<file path="src/rtl/uart_cmd_wrapper.sv">
// Command/response layer over a UART byte interface: packs received bytes
// MSB-first into command words and sends single-byte responses.
module uart_cmd_wrapper #(
  parameter int CMD_BYTES   = 2,
  parameter int TIMEOUT_CYC = 4096
) (
  input  logic                   clk,
  input  logic                   rst,
  input  logic [7:0]             rx_byte,
  input  logic                   rx_rdy,
  output logic                   clr_rx_rdy,
  output logic [8*CMD_BYTES-1:0] cmd,
  output logic                   cmd_rdy,
  input  logic                   clr_cmd_rdy,
  input  logic                   send_resp,
  input  logic [7:0]             resp,
  output logic [7:0]             tx_byte,
  output logic                   trmt,
  input  logic                   tx_done,
  output logic                   resp_busy,
  output logic                   resp_sent
);

  localparam int W  = 8 * CMD_BYTES;
  localparam int TW = $clog2(TIMEOUT_CYC);
  localparam logic [2:0]    C_LAST = 3'(CMD_BYTES - 1);
  localparam logic [TW-1:0] T_LAST = TW'(TIMEOUT_CYC - 1);

  typedef enum logic [1:0] {TX_IDLE, TX_ARM, TX_WAIT} tx_state_t;

  logic [2:0]    count;
  logic [W-1:0]  stage;
  logic [W-1:0]  shifted;
  logic [TW-1:0] tcnt;
  logic          capture;
  logic          complete;
  logic          timeout;

  tx_state_t state, state_nxt;
  logic      trmt_nxt;
  logic      busy_nxt;
  logic      sent_nxt;
  logic      load_resp;

  // The acknowledge cycle masks rx_rdy so a late-falling UART flag is not re-captured.
  assign capture  = rx_rdy & ~clr_rx_rdy;
  assign complete = capture && (count == C_LAST);
  assign timeout  = !capture && (count != 3'd0) && (tcnt == T_LAST);
  assign shifted  = W'({stage, rx_byte});

  always_ff @(posedge clk) begin
    if (rst) begin
      clr_rx_rdy <= 1'b0;
      count      <= 3'd0;
      stage      <= '0;
      tcnt       <= '0;
      cmd        <= '0;
      cmd_rdy    <= 1'b0;
    end else begin
      clr_rx_rdy <= capture;

      if (complete) begin
        cmd   <= shifted;
        stage <= '0;
        count <= 3'd0;
      end else if (capture) begin
        stage <= shifted;
        count <= count + 3'd1;
      end else if (timeout) begin
        stage <= '0;
        count <= 3'd0;
      end

      // Completion outranks both the consumer acknowledge and a new first byte.
      if (complete)
        cmd_rdy <= 1'b1;
      else if ((capture && count == 3'd0) || clr_cmd_rdy)
        cmd_rdy <= 1'b0;

      if (capture || timeout || count == 3'd0)
        tcnt <= '0;
      else
        tcnt <= tcnt + 1'b1;
    end
  end

  always_ff @(posedge clk) begin
    if (rst) begin
      state     <= TX_IDLE;
      tx_byte   <= 8'h00;
      trmt      <= 1'b0;
      resp_busy <= 1'b0;
      resp_sent <= 1'b0;
    end else begin
      state     <= state_nxt;
      trmt      <= trmt_nxt;
      resp_busy <= busy_nxt;
      resp_sent <= sent_nxt;
      if (load_resp)
        tx_byte <= resp;
    end
  end

  // TX_ARM exists to skip a tx_done left over from the previous byte.
  always_comb begin
    state_nxt = state;
    trmt_nxt  = 1'b0;
    busy_nxt  = resp_busy;
    sent_nxt  = 1'b0;
    load_resp = 1'b0;
    case (state)
      TX_IDLE: begin
        if (send_resp) begin
          load_resp = 1'b1;
          trmt_nxt  = 1'b1;
          busy_nxt  = 1'b1;
          state_nxt = TX_ARM;
        end
      end
      TX_ARM: state_nxt = TX_WAIT;
      TX_WAIT: begin
        if (tx_done) begin
          sent_nxt  = 1'b1;
          busy_nxt  = 1'b0;
          state_nxt = TX_IDLE;
        end
      end
      default: begin
        busy_nxt  = 1'b0;
        state_nxt = TX_IDLE;
      end
    endcase
  end

endmodule

</file>
<file path="config.mk">
export PLATFORM = sky130hd
export DESIGN_NAME = uart_cmd_wrapper
export DESIGN_NICKNAME = d
export VERILOG_FILES = /design/src/rtl/uart_cmd_wrapper.sv
export SDC_FILE = /design/constraint.sdc
export NUM_CORES = 1
export LEC_CHECK = 0
export ABC_CLOCK_PERIOD_IN_PS = 3150
export CORE_MARGIN = 4
export CORE_UTILIZATION = 46
export CTS_CLUSTER_SIZE = 24
export DETAILED_ROUTE_END_ITERATION = 10
export PLACE_DENSITY = 0.75
export SLEW_MARGIN = 40
export SYNTH_ARGS = -nofsm -noshare
export SYNTH_HDL_FRONTEND = slang
export SYNTH_SLANG_ARGS = --single-unit
</file>
<file path="constraint.sdc">
create_clock -name clk -period 3.15 [get_ports clk]
set_clock_uncertainty 0.2 [all_clocks]
set_input_delay 0.63 -clock clk [delete_from_list [all_inputs] [get_ports clk]]
set_output_delay 0.63 -clock clk [all_outputs]
set_load 0.02 [all_outputs]
</file>
Yosys cells after proc, flatten, opt, wreduce, memory -nomap -nowiden
Cells that the tools add are included.
{ "word_totals": {"register_bits": 54, "input_bits": 22, "out_inout_bits": 29, "word_cells": 56} }
{ "classes": {"addsub": 2, "eq_ne": 6, "mux": 15, "bitwise_logic": 4, "n_reduce_logical": 18} }
{ "op_table": {"columns": ["op", "count"], "rows": [
  ["$mux 8", 2],
  ["$add 12x1->12 const B", 1],
  ["$eq 12x12->1 const B", 1],
  ["$mux 1", 7],
  ["$mux 3", 2],
  ["$pmux 2 s3", 1],
  ["$reduce_or 2->1", 3],
  ["$logic_and 1x1->1", 4],
  ["$mux 2", 2],
  ["$ne 2x2->1 const B", 2],
  ["$reduce_bool 2->1", 2],
  ["$add 3x1->3 const B", 1],
  ["$eq 3x1->1 const B", 1],
  ["$logic_not 3->1", 1],
  ["$logic_or 1x1->1", 3],
  ["$not 1->1", 3],
  ["$pmux 1 s3", 1],
  ["$reduce_and 3->1", 1],
  ["$reduce_bool 3->1", 1],
  ["$eq 2x1->1 const B", 1],
  ["$eq 2x2->1 const B", 1],
  ["$logic_not 2->1", 1],
  ["$reduce_and 2->1", 1],
  ["$and 1x1->1", 1],
  ["$logic_not 1->1", 1]
]} }

Logic depth before layout (Yosys ltp)
{ "logic_depth": {"depth_word": 8, "mapped_depth": 8, "mapped_depth_nobuf": 6} }

Worst setup path before layout
Ideal clock, no wire load.
{ "synth_timing": {"kind": "input to register", "start": "input rx_rdy", "end": "register cmd[0]", "setup_ps": 70, "t_arrival_ps": 1447, "required_time_ps": 2880, "setup_slack_ps": 1432, "path_stages": 6, "path_buffers": 2, "cell_sequence": "nor2b_1 -> and2_1 -> clkbuf_2 -> buf_2 -> nand2_1 -> a21oi_1"} }
{ "synth_via": {"elab_chain_cells": 2} }
{ "synth_lines": {"columns": ["item", "line_no", "source"], "rows": [
  ["from (decl)", "10", "input logic rx_rdy,"],
  ["$and 1x1->1", "46", "assign capture = rx_rdy & ~clr_rx_rdy;"],
  ["$logic_and 1x1->1", "47", "assign complete = capture && (count == C_LAST);"],
  ["to (signal assigned)", "63", "cmd <= shifted;"],
  ["to (decl)", "12", "output logic [8*CMD_BYTES-1:0] cmd,"]
]} }
Every way passes these cells.
A chain may end at the register's enable or synchronous reset.

Worst setup path after layout
{ "layout_timing": {"start": "register resp_busy", "end": "output resp_busy"} }
{ "layout_lines": {"columns": ["item", "line_no", "source"], "rows": [
  ["from (decl)", "20", "output logic resp_busy,"],
  ["from (signal assigned)", "97", "resp_busy <= busy_nxt;"]
]} }
No word-level cell between the ends.

==> reports/results.txt <==
outcome = finished clean
Core Footprint = 0.004144 mm^2
Synth Flop Type = dfxtp_1
via count = 1594
TritonCTS Buffers = 5
Post-Route Setup TNS = 0 ns
CTS root buffer = clkbuf_8
fin util = 0.6443
Static Leakage = 0.9699 nW
P per Cell Area = 478.4 mW/mm^2
DRC Markers = 0
Max Cap Viol = 0
Starting Density = 0.4918
Final Cell Area = 0.002670 mm^2
first-pass GRT wire length = 6.699 mm
Synth async-reset ratio = 0
RSZ-0062 raised after global routing = no
largest stage delay on the critical path = 0.62 ns
total routed wirelength = 4.101 mm
GRT Overall Usage = 0.1585
crit path DAT = 1.29 ns
row cnt = 23
Synth Instances = 215
FMAX = 471.8 MHz
remaining global-route overflow = 0
die height = 74.57 um
fin crit share = 0.6728
NumNets Final = 291
CP delay by family, top = buffers and inverters
CTS tree = built
FF+latch count, synth = 54
crit-path cells = clkdlybuf4s50_1
Vias/cell = 5.044
Critical Path End Type = primary output
Hold Path Class = register to register
busiest layer in global routing = met2
Bufs on Longest Clock Path = 2
Yosys top cell area share = 0.5304
Buffers on Ports = 50
Die ar. = 0.005560 mm^2
gpl congestion = 0.7391
Slew @ Worst Pin = 0.5927 ns
CP required = 2.32 ns
ANT cells = 0
placed cell area = 0.002579 mm^2
Worst VDD drop = 0.3151 mV
synth top area cells = dfxtp_1, nand2_1, a21oi_1
DP HPWL = 2.970 mm
post-CTS setup buffers = 0
CP Max Fanout = 3
fin crit period = 2.119 ns
iteration count of the initial detailed-routing pass = 4
H-tree depth = 2
largest net degree at the start of global routing = 18
worst setup margin = 1.031 ns
Ports = 51
met2 usage = 0.2517
Slew Limit Fails = 0
met3 usage = 0.05135
initial antenna violation count = 0
CTS-repair resized insts = 0
Die W = 74.57 um
most area-hungry cell type in the Yosys netlist = dfxtp_1
Buf/Inv on CP = 1
synthesized area per cell = 9.480 um^2
vias in the first global route = 1544
Synth top cells by count = dfxtp_1, nand2_1, nor2_1
share of cells above drive strength 1 = 0.09023
Syn. warnings = 0
met1 GRT Util = 0.1943
Clock transition at path regs = 0.09 ns
routed len/inst = 12.98 um
cts hold-fix bufs = 0
drt first-iter violations = 67
Clk Latency, worst-skew pair = 0.30 ns
Netlist Area Pre-Place = 0.002038 mm^2
antenna-violating nets left = 0
Fin. Hold Viols = 0
relative slew slack = 0.6027
Distinct cells, synth = 32
synthesized net count = 241
sequential fraction of the synthesis area = 0.5304
Slowest-stage cell, CP = clkdlybuf4s50_1
Final Setup Violations = 0
count leader, synth = dfxtp_1
Startpoint Class = register
critical path class = register to primary output
EDFF count, synth = 0
clk sinks = 54
Fillers = 365
P&R area growth vs syn = 31.00%
worst slack at placement = 0.7195 ns
-- kinds of logic after synthesis --
logic type                 Yosys count  synth area share
and+or+nand+nor                     91            0.2112
DFF                                 54            0.5304
AOI/OAI and AO/OA                   35            0.1228
buffers and inverters               13           0.02578
xor gates and xnor gates             9           0.03867
muxes                                9           0.04665
adders and majority gates            4           0.02456
-- power by group --
| group | internal (mW) | switching [mW] | total, mW | leakage (nW) |
|---|---|---|---|---|
| Clock | 0.178 | 0.209 | 0.387 | 0.0482 |
| Sequential | 0.710 | 0.0173 | 0.727 | 0.439 |
| Combinational | 0.0833 | 0.0802 | 0.163 | 0.482 |
-- registers in the layout, indices dropped and copies added, names as in the netlist --
register	flops
clr_rx_rdy	1
cmd	16
cmd_rdy	1
count	3
resp_busy	1
resp_sent	1
stage	8
state	2
tcnt	12
trmt	1
tx_byte	8
-- area by class of cell --
| type | count | area, um^2 | area share |
|---|---|---|---|
| multi-input combinational | 148 | 904.6 | 0.3388 |
| clock inverter | 1 | 5.005 | 0.001874 |
| tap | 50 | 62.56 | 0.02343 |
| timing repair buffer | 52 | 515.5 | 0.1931 |
| clock buffer | 7 | 86.33 | 0.03233 |
| sequential | 54 | 1081 | 0.4049 |
| inverter | 4 | 15.01 | 0.005623 |
-- placed cells by master (no fill, tap or decap), drive strengths merged, types with 4 or more instances in the layout --
cell,instances
mux2i,8
nor2,24
xnor2,4
nand2,37
a21oi,22
ha,4
clkdlybuf4s50,50
a22o,9
nand2b,6
xor2,5
dfxtp,54
inv,4
clkbuf,7
nor3,7
-- stage by stage --
stage	hold WS, ns	power [mW]	std cells
after floorplan	0.2176	0.8308	215
after global placement	0.2345	0.9044	308
after detailed placement	0.2478	0.9071	308
after CTS	0.2612	1.293	316
after global routing	0.2763	1.335	316
final	0.2590	1.277	316
-- path summary, 6_finish.rpt --
check,depth (start not counted),end,startpoint,slack [ns]
hold reg to reg,2,cmd[7],cmd[7],0.26
hold / removal,2,cmd[7],cmd[7],0.26
setup / recovery,1,resp_busy,resp_busy,1.03
setup reg to reg,5,cmd[1],count[0],1.29
-- per-layer routing --
metal	part of all wire	routed length [um]
met1	0.48	1982
met2	0.46	1879
met3	0.043	178
met4	0.015	60
met5	0	0
Note: power is estimated with default switching activity, not from simulation.
==> RTL change (same flow settings) <==
Re-encode `tx_state_t` (3 states) as one-hot, 3 bits wide.
--- a/src/rtl/uart_cmd_wrapper.sv
+++ b/src/rtl/uart_cmd_wrapper.sv
@@ -26,7 +26,7 @@
   localparam logic [2:0]    C_LAST = 3'(CMD_BYTES - 1);
   localparam logic [TW-1:0] T_LAST = TW'(TIMEOUT_CYC - 1);
 
-  typedef enum logic [1:0] {TX_IDLE, TX_ARM, TX_WAIT} tx_state_t;
+  typedef enum logic [2:0] {TX_IDLE = 3'b001, TX_ARM = 3'b010, TX_WAIT = 3'b100} tx_state_t;
 
   logic [2:0]    count;
   logic [W-1:0]  stage;
Check against the original RTL: same outputs for any inputs over 10 cycles, from zero or initial values and one cycle with rst high; not proved beyond that.
==> RTL change against the original RTL <==
Register-to-register slack got worse by 0.05 ns. Clock power increased by 22%. Design area increased by 1.1%. Combinational power decreased by 4%. Setup slack got worse by 0.057 ns. Via count increased by 1.4%. Global-route usage decreased by 0.18 points. First-iteration DRC count decreased by 40%. Sequential cell count increased by 1. Synthesized area increased by 0.92%. Hold slack got worse by 0.00070 ns. Wire length increased by 1.8%. Core utilization decreased by 2.4 points. Total power increased by 7.1%. Largest power group unchanged.
==> RTL change: results (changes against the original RTL) <==
outcome:
  status: "finished clean"  # unchanged
power_and_ir_drop:
  p_int_uw: 1040  # was 971 uW
  p_leak_uw: 0.000980  # was 0.000970 uW
  ir_drop_uv: 333  # was 315 uV
yosys:
  syn-num-nets: 251  # was 241
  synth_compound_area_frac: 0.138  # was 0.123
  ys_seq_area_frac: 0.535  # was 0.530
  synth_ff_type: "dfxtp_1"  # unchanged
  synth_xor_area_frac: 0.0383  # was 0.0387
  synth_fa_ha_area_frac: 0.0243  # was 0.0246
  synthTopCellsByArea: "dfxtp_1, nand2_1, a21oi_1"  # unchanged
  synthMuxAreaShare: 0.00730  # was 0.0467
  synth_common_cells: "dfxtp_1, nand2_1, a21oi_1"  # was dfxtp_1, nand2_1, nor2_1
  ys_types: 33  # was 32
detailed_routing:
  first_iter_violations: 40  # was 67
  num_vias: 1617  # was 1594
  drtPass1Iterations: 4  # unchanged
  routedWlPerCell_um: 12.8  # was 13.0 um
min_path:
  min_from: "tx_byte[4]"  # was cmd[7]
  hold_end: "tx_byte[4]"  # was cmd[7]
setup_path:
  worstPathMaxFanout: 13  # was 3
  r2r_slack_ns: 1.24  # was 1.29 ns
  reg2reg_from: "tcnt[0]"  # was count[0]
  worst_r2r_endpoint: "count[0]"  # was cmd[1]
  crit_arrival_ns: 2.23  # was 1.29 ns
global_route:
  grt_max_degree: 22  # was 18
  grt_util_met1: 0.207  # was 0.194
  gr-usage-met2: 0.259  # was 0.252
  grt_usage: 0.157  # was 0.158
  met3_usage: 0.0387  # was 0.0514
  first_global_vias: 1531  # was 1544
  grt_pass1_wl_um: 6800  # was 6700 um
  antenna_found_initial: 0  # unchanged
placement:
  gp_congestion: 0.792  # was 0.739
  hpwl_um: 2970  # about the same
clock_network:
  cts-resized-gates: 0  # unchanged
  clockBufferDepth: 2  # unchanged
  clk_latency_ns: 0.31
  cts_setup_buffers: 0  # unchanged
sta:
  slew_headroom: 0.587  # was 0.603
  fin_tns_setup_ns: 0  # unchanged
layout:
  drive_gt1_frac: 0.0909  # was 0.0902
  nets: 300  # was 291
[RTL change: changes by cell type in the layout (fill, tap and decap cells not counted), sizes merged, moves of 3 or more]
cell and delta:
nor2 -8, a21oi +7, nor3 -6, nand2b -3, mux2i -8, nand2 +18
xor2 +3, xnor2 -3
[RTL change: worst max-delay path, stage by stage]
cell and delay (ns):
clkdlybuf4s50_1 0.69, nor3_2 0.65, mux2_4 0.25
[RTL change: cells by family after synthesis]
group,after synthesis
xor gates and xnor gates,9
buffers and inverters,13
and+or+nand+nor,98
adders and majority gates,4
DFF,55
muxes,1
AOI/OAI and AO/OA,45
[RTL change: layout make-up]
cell class,instances,area [um2]
Tap cell,52,65.1
Inverter,4,15.0
Sequential cell,55,1100
Multi-Input combinational cell,157,895
Timing Repair Buffer,51,508
Fill cell,369,1650
Clock buffer,5,68.8
Clock inverter,3,47.5
[RTL change: power groups by stage]
stage / Clock, uW / Sequential [uW] / Combinational, uW
finish: 473 / 738 / 157
global route: 515 / 742 / 172
CTS: 484 / 738 / 159
detailed placement: 0 / 754 / 158
global placement: 0 / 754 / 157
floorplan: 0 / 770 / 69.6
[RTL change: how the worst max path moves through the flow]
stage / startpoint / end / slack, ns / cells past startpoint
floorplan: rx_rdy / cmd[1] / 1.35 / 6
global placement: rst / count[0] / 0.69 / 3
detailed placement: rst / count[0] / 0.64 / 3
CTS: rst / count[0] / 0.96 / 3
global route: rst / count[0] / 0.85 / 3
finish: rst / count[0] / 0.97 / 3
[RTL change: per-layer routing]
metal,wire length (um),up-vias
li1,-,850
met1,2010,741
met2,2030,24
met3,127,2
met4,7,0
met5,0,-
[RTL change: metrics by stage]
step | instance area [um2] | worst slack [ns] | std cells | total power (uW) | hold slack, ns
floorplan | 2060 | 1.35 | 225 | 840 | 0.226
global placement | 2580 | 0.687 | 319 | 910 | 0.241
detailed placement | 2580 | 0.640 | 319 | 912 | 0.247
CTS | 2700 | 0.960 | 327 | 1380 | 0.261
global route | 2700 | 0.851 | 327 | 1430 | 0.275
finish | 2700 | 0.973 | 327 | 1370 | 0.258
